--- src/rtl/rv32i_types.sv ---
// Shared fetch-path types: the queue packet, the fetch FSM encoding and the reset PC.
package rv32i_types;

    localparam logic [31:0] RESET_PC_DEFAULT = 32'h1eceb000;

    typedef struct packed {
        logic [31:0] pc;
        logic [31:0] inst;
    } fetch_pkt_t;

    typedef enum logic [1:0] {
        IDLE,
        WAIT,
        DROP
    } fetch_state_t;

endpackage

--- src/rtl/fetch_fifo.sv ---
// Instruction queue: power-of-two circular buffer of fetch packets with a synchronous flush.
module fetch_fifo
    import rv32i_types::*;
#(
    parameter int DEPTH = 16,
    localparam int AW   = $clog2(DEPTH)
) (
    input  logic       clk,
    input  logic       rst,
    input  logic       flush,
    input  logic       enq,
    input  fetch_pkt_t enq_data,
    input  logic       deq,
    output logic       valid,
    output fetch_pkt_t head,
    output logic [AW:0] count
);

    fetch_pkt_t  mem [DEPTH];
    logic [AW:0] wr_ptr;
    logic [AW:0] rd_ptr;
    logic        do_deq;

    // The extra MSB on each pointer separates full (MSBs differ) from empty (equal).
    assign count  = wr_ptr - rd_ptr;
    assign valid  = (wr_ptr != rd_ptr);
    assign head   = mem[rd_ptr[AW-1:0]];
    assign do_deq = deq && valid;

    always_ff @(posedge clk or posedge rst) begin
        if (rst) begin
            wr_ptr <= '0;
            rd_ptr <= '0;
        end else if (flush) begin
            wr_ptr <= '0;
            rd_ptr <= '0;
        end else begin
            if (enq)    wr_ptr <= wr_ptr + 1'b1;
            if (do_deq) rd_ptr <= rd_ptr + 1'b1;
        end
    end

    always_ff @(posedge clk) begin
        if (enq && !flush) mem[wr_ptr[AW-1:0]] <= enq_data;
    end

endmodule

--- src/rtl/fetch_unit.sv ---
// In-order instruction fetch: one outstanding I-cache request, credit-limited queue, redirect flush.
module fetch_unit
    import rv32i_types::*;
#(
    parameter int          QUEUE_DEPTH = 16,
    parameter logic [31:0] RESET_PC    = RESET_PC_DEFAULT
) (
    input  logic                           clk,
    input  logic                           rst,
    output logic [31:0]                    imem_addr,
    output logic [3:0]                     imem_rmask,
    input  logic [31:0]                    imem_rdata,
    input  logic                           imem_resp,
    input  logic                           redirect_valid,
    input  logic [31:0]                    redirect_pc,
    output logic                           fetch_valid,
    output logic [31:0]                    fetch_inst,
    output logic [31:0]                    fetch_pc,
    input  logic                           fetch_deq,
    output logic [$clog2(QUEUE_DEPTH):0]   fetch_count
);

    localparam int CW = $clog2(QUEUE_DEPTH) + 1;

    fetch_state_t state;
    logic [31:0]  pc;
    logic [31:0]  req_pc;
    logic         issue;
    logic         enq;
    fetch_pkt_t   enq_pkt;
    fetch_pkt_t   head;

    // IDLE means nothing outstanding, so occupancy alone is the credit check.
    // The strobe is combinational so a same-cycle redirect can suppress it.
    assign issue      = !rst && (state == IDLE) && !redirect_valid
                        && (fetch_count < CW'(QUEUE_DEPTH));
    assign enq        = (state == WAIT) && imem_resp && !redirect_valid;
    assign imem_rmask = issue ? 4'hF : 4'h0;
    // req_pc keeps the address stable in DROP even after pc has been redirected.
    assign imem_addr  = (state == IDLE) ? pc : req_pc;
    assign enq_pkt    = '{pc: req_pc, inst: imem_rdata};

    always_ff @(posedge clk or posedge rst) begin
        if (rst) begin
            state  <= IDLE;
            pc     <= RESET_PC;
            req_pc <= RESET_PC;
        end else if (redirect_valid) begin
            pc    <= redirect_pc;
            state <= (state != IDLE && !imem_resp) ? DROP : IDLE;
        end else begin
            case (state)
                IDLE: if (issue) begin
                    req_pc <= pc;
                    state  <= WAIT;
                end
                WAIT: if (imem_resp) begin
                    pc    <= pc + 32'd4;
                    state <= IDLE;
                end
                DROP: if (imem_resp) state <= IDLE;
                default: state <= IDLE;
            endcase
        end
    end

    fetch_fifo #(.DEPTH(QUEUE_DEPTH)) u_fifo (
        .clk      (clk),
        .rst      (rst),
        .flush    (redirect_valid),
        .enq      (enq),
        .enq_data (enq_pkt),
        .deq      (fetch_deq),
        .valid    (fetch_valid),
        .head     (head),
        .count    (fetch_count)
    );

    assign fetch_inst = head.inst;
    assign fetch_pc   = head.pc;

endmodule

--- config.mk ---
export PLATFORM = sky130hd
export DESIGN_NAME = fetch_unit
export DESIGN_NICKNAME = d
export VERILOG_FILES = /design/src/rtl/rv32i_types.sv /design/src/rtl/fetch_fifo.sv /design/src/rtl/fetch_unit.sv
export SDC_FILE = /design/constraint.sdc
export NUM_CORES = 1
export LEC_CHECK = 0
export BUFFER_PORTS_ARGS = -buffer_cell sky130_fd_sc_hd__buf_4
export CAP_MARGIN = 10
export CORE_ASPECT_RATIO = 0.7
export CORE_MARGIN = 2
export CORE_UTILIZATION = 55
export DETAILED_ROUTE_END_ITERATION = 16
export PLACE_DENSITY = 0.72
export SLEW_MARGIN = 20
export SYNTH_ARGS = -nofsm -noshare
export SYNTH_HDL_FRONTEND = slang
export SYNTH_HIERARCHICAL = 1
export SYNTH_SLANG_ARGS = --single-unit
--- constraint.sdc ---
create_clock -name clk -period 7.7 [get_ports clk]
set_input_delay 0.385 -clock clk [delete_from_list [all_inputs] [get_ports clk]]
set_output_delay 0.385 -clock clk [all_outputs]
set_load 0.03 [all_outputs]
==> metrics.md <==
| Metric | Value |
|---|---|
| Run status | `finished clean` |
| Post-route clock period utilization | `0.6033` |
| Max-capacitance violation count | `0` |
| Largest driver fanout on the critical path | `62` |
| Area taken by flip-flops and latches | `between 0.03 and 0.04 mm^2` |
| Data required time at the worst endpoint | `around 7300 ps` |
| R2R Path End | `u_fifo/mem[7][37]` |
| Tightest slew margin relative to the limit | `0.2296` |
| Part of the total power dissipated in sequential elements | `0.561` |
| Number of DRC violations after detailed routing | `0` |
| Category of the worst setup path launch point | `register` |
| Summed instance area of the synthesized netlist | `between 0.04 and 0.05 mm^2` |
| Clock latency on the worst-skew pair | `between 600 and 700 ps` |
| Number of warnings issued by yosys | `6` |
| Period minus WS final | `4646 ps` |
| Final Max Slew Viols | `0` |
| Post-route antenna net violation count | `0` |
| CTS Root Cell | `sky130_fd_sc_hd__clkbuf_16` |
| Clock-pin slew of the registers on the worst-case setup and hold paths | `approximately 60 ps` |
| Worst clock skew | `~20 ps` |
| Switching power | `around 0.0031 W` |
| Async set or reset register ratio after synthesis | `0.06909` |
| Dominant synthesized flop cell | `sky130_fd_sc_hd__edfxtp_1` |
| Critical path class | `reg -> out` |
| Post CTS Setup Buffer Count | `0` |
| Area enclosed by the die boundary | `0.08158 mm^2` |
| Depth of the most critical reg-to-reg path | `8` |
| TritonCTS Buffers | `99` |
| Transition time at the pin with the least slew margin | `about 1200 ps` |
| I/O pin count | `about 180` |
| Total count of hold-check failures in the final report | `0` |
| Area of the core | `~0.079 mm^2` |
| Kind of end point of the critical path | `output port` |
| Iter 0 DRT Violations | `2502` |
| Setup TNS after final layout | `0 ps` |
| Max Clk Rate | `0.2153 GHz` |
| Hold Crit Start | `imem_rdata[2]` |
| Vias | `around 23000` |
| Total of endpoints with negative setup slack in the final report | `0` |
| Worst hold path stage count | `1` |
| Post-layout nets | `around 2500` |
| Class of the most critical hold timing path | `in -> reg` |
| Arrival time of the worst setup path | `roughly 4300 ps` |
| Peak supply drop | `between 0.2 and 0.25 mV` |
| Sequential element share of the synthesized area | `0.7496` |
| Area Overhead vs Synth | `13.91%` |
| Clock tree buffer depth | `3` |
| Wirelength, routed | `~100 mm` |
| Number of global-route vias before repair | `roughly 23000` |
| Leak | `between 15 and 20 nW` |
| Pin count of the biggest net entering global routing | `about 160` |
| Detail-routed net length per standard cell | `roughly 29 um` |
| Portion of total power attributed to the clock network | `0.361` |
| Post-synth EDFFs | `about 1000` |
| Pint | `around 0.010 W` |
| First-pass detailed-route iteration total | `7` |
| Area of all placed cells without fillers | `0.04966 mm^2` |
| Count of filler cells inserted in the layout | `about 5300` |
| Source of the worst register-to-register timing path | `state[1]` |
| Initial antenna violation count | `2` |
| Overall global routing resource usage | `0.2514` |
| Net switching share of the total power | `0.2373` |
| Terminating pin of the worst hold path | `u_fifo/mem[12][2]` |
| Avg Synthesized Cell Area | `20.19 um^2` |
| Final RePlAce weighted congestion | `0.7843` |
| Effective utilization at floorplan | `0.5551` |
| Die span in x | `~340 um` |
| CTS tree | `built` |
| Final global-route overflow total | `0` |
| Proportion of power drawn by combinational gates | `0.078` |
| Synthesized flop and latch total | `1100` |
| DP Area | `0.04594 mm^2` |
| Fraction of final layout cells sized beyond drive strength 1 | `0.2527` |
| Post-detailed-placement half-perimeter wirelength | `around 54 mm` |
| Multi-input gate area | `just over 0.01 mm^2` |
| Clk sinks | `1100` |
| Cell taking the most area after synthesis | `sky130_fd_sc_hd__edfxtp_1` |
| Setup repair after global routing missed its margin | `false` |
| Die Y-Extent | `239.6 um` |
| Final core area utilization | `0.6323` |
| Cell Rows | `86` |
| Global-route wire length before repair | `150.6 mm` |
| Number of port buffers | `between 150 and 200` |
| Mapped Nets | `around 2200` |
| Count of mapped cells out of synthesis | `2160` |
| Internal reg-to-reg setup slack | `approximately 3700 ps` |
| Number of levels in the clock H-tree | `3` |
| Total power per unit cell area | `266.7 mW/mm^2` |
| Most area-consuming cells after synthesis | `sky130_fd_sc_hd__edfxtp_1 (71%), sky130_fd_sc_hd__mux4_2 (8.1%), sky130_fd_sc_hd__mux2i_1 (4.5%)` |
| Drt via density | `6.401` |
| Post-synth top area share | `0.7053` |
| Distinct cell type count after synthesis | `52` |
cells in the mapped netlist (10+ instances only):
| master | n |
|---|---|
| sky130_fd_sc_hd__or4_1 | 10 |
| sky130_fd_sc_hd__nand4_1 | 17 |
| sky130_fd_sc_hd__nand2_1 | 39 |
| sky130_fd_sc_hd__buf_1 | 10 |
| sky130_fd_sc_hd__a32oi_1 | 64 |
| sky130_fd_sc_hd__dfstp_2 | 24 |
| sky130_fd_sc_hd__clkbuf_1 | 53 |
| sky130_fd_sc_hd__ha_1 | 12 |
| sky130_fd_sc_hd__nand3_1 | 18 |
| sky130_fd_sc_hd__dfrtp_1 | 52 |
| sky130_fd_sc_hd__edfxtp_1 | 1024 |
| sky130_fd_sc_hd__a22oi_1 | 66 |
| sky130_fd_sc_hd__mux4_2 | 156 |
| sky130_fd_sc_hd__xnor2_1 | 10 |
| sky130_fd_sc_hd__buf_6 | 18 |
| sky130_fd_sc_hd__mux4_1 | 36 |
| sky130_fd_sc_hd__nor2_1 | 40 |
| sky130_fd_sc_hd__inv_1 | 24 |
| sky130_fd_sc_hd__buf_2 | 40 |
| sky130_fd_sc_hd__o21ai_0 | 18 |
| sky130_fd_sc_hd__mux2i_1 | 195 |
| sky130_fd_sc_hd__o21ai_1 | 64 |
| sky130_fd_sc_hd__nor3_1 | 14 |
| sky130_fd_sc_hd__mux2_2 | 66 |
per-layer routing:
metal  GRT usage  part of all wire
met5           0                 0
met4     0.05754             0.018
met3     0.04103             0.082
met1      0.3782              0.43
met2      0.3925              0.47
placed cells by master, fill, tap and decap left out, types with 5 or more instances in the layout:
master	netlist	final
sky130_fd_sc_hd__nand3_1	18	18
sky130_fd_sc_hd__nor4_1	8	8
sky130_fd_sc_hd__buf_4	8	210
sky130_fd_sc_hd__mux4_1	36	36
sky130_fd_sc_hd__nor3_1	14	10
sky130_fd_sc_hd__or4_1	10	10
sky130_fd_sc_hd__bufinv_16	0	7
sky130_fd_sc_hd__a22oi_1	66	66
sky130_fd_sc_hd__a21oi_1	5	5
sky130_fd_sc_hd__nand2_1	39	39
sky130_fd_sc_hd__mux2_2	66	66
sky130_fd_sc_hd__mux4_2	156	156
sky130_fd_sc_hd__a31oi_1	8	8
sky130_fd_sc_hd__dfrtp_1	52	49
sky130_fd_sc_hd__xnor2_1	10	10
sky130_fd_sc_hd__clkinv_2	0	17
sky130_fd_sc_hd__dlygate4sd3_1	0	56
sky130_fd_sc_hd__nor2_1	40	27
sky130_fd_sc_hd__clkbuf_16	0	100
sky130_fd_sc_hd__nand4_1	17	17
sky130_fd_sc_hd__a32oi_1	64	64
sky130_fd_sc_hd__o31ai_1	5	5
sky130_fd_sc_hd__ha_1	12	12
sky130_fd_sc_hd__xor2_1	9	9
sky130_fd_sc_hd__dfstp_2	24	24
sky130_fd_sc_hd__inv_1	24	22
sky130_fd_sc_hd__mux2i_1	195	195
sky130_fd_sc_hd__edfxtp_1	1024	1024
sky130_fd_sc_hd__o21ai_0	18	18
sky130_fd_sc_hd__nor2_4	0	13
sky130_fd_sc_hd__clkbuf_1	53	23
sky130_fd_sc_hd__o21ai_1	64	64
sky130_fd_sc_hd__clkinv_1	1	24
power by group through the flow:
stage | sequential [W] | combinational [W] | clock, W
detailed placement | 0.00757 | 0.00101 | 0
global route | 0.00749 | 0.00109 | 0.00508
CTS | 0.00744 | 0.00104 | 0.00485
global placement | 0.00752 | 0.000997 | 0
finish | 0.00744 | 0.00103 | 0.00478
floorplan | 0.00732 | 0.000729 | 0
what timing repair did:
| item | in CTS | in global routing |
|---|---|---|
| hold buffers | 56 | 0 |
| hold endpoints to repair | 409 | 0 |
| resized for setup | 0 | 0 |
metrics by stage:
step / hold slack (ps) / total power [W] / setup WS [ps] / cells
floorplan: 225.2 / 0.008049 / 1134 / 2160
global placement: 420.5 / 0.008518 / 3750 / 3297
detailed placement: 435.8 / 0.008576 / 3710 / 3297
CTS: 2.152 / 0.01333 / 3001 / 3536
global route: 36.46 / 0.01367 / 2771 / 3537
finish: 45.13 / 0.01324 / 3054 / 3539
sequential cells by signal, indices dropped and copies added, names as in the netlist:
name	count
pc	32
req_pc	32
state	2
u_fifo/mem	1024
u_fifo/rd_ptr	5
u_fifo/wr_ptr	5
area by class of cell:
type,instances,area share
multi-input cells,904,0.2057
well taps,1056,0.02660
flip-flops and latches,1100,0.6582
inverters,25,0.001940
clock inverters,60,0.01096
repair buffers,269,0.04439
diodes,2,0.0001008
clock buffers,123,0.05212
critical path, cell delays in order (launching register included):
cell                      delay (ps)
sky130_fd_sc_hd__dfrtp_4        1110
sky130_fd_sc_hd__inv_1           210
sky130_fd_sc_hd__fa_1            470
sky130_fd_sc_hd__a21o_1          190
sky130_fd_sc_hd__a21oi_1         160
sky130_fd_sc_hd__xor2_1          130
sky130_fd_sc_hd__nor2_1          220
sky130_fd_sc_hd__and3_2          790
sky130_fd_sc_hd__buf_4           290
logic make-up (layout without fill, tap and decap cells):
kind of cell / after synthesis / in the layout / share of synthesized area
AOI/OAI and AO/OA: 249 / 249 / 0.03986
DFF: 1100 / 1100 / 0.7496
other: 0 / 2 / 0
adders and majority gates: 13 / 13 / 0.003903
muxes: 453 / 453 / 0.1641
and+or+nand+nor: 170 / 170 / 0.01966
buffers and inverters: 156 / 477 / 0.01911
xor gates and xnor gates: 19 / 19 / 0.003817
how the worst max path moves through the flow:
stage                           from           endpoint  slack (ps)  cells past startpoint
global route        u_fifo/rd_ptr[1]      imem_rmask[0]        2770                      8
detailed placement          state[1]  u_fifo/mem[10][5]        3710                      8
floorplan             redirect_valid   u_fifo/mem[0][0]        1130                      7
CTS                 u_fifo/rd_ptr[1]      imem_rmask[3]        3000                      8
finish              u_fifo/rd_ptr[1]      imem_rmask[3]        3050                      8
global placement    u_fifo/rd_ptr[1]      imem_rmask[2]        3750                      8
Note: power is estimated with default switching activity, not from simulation.
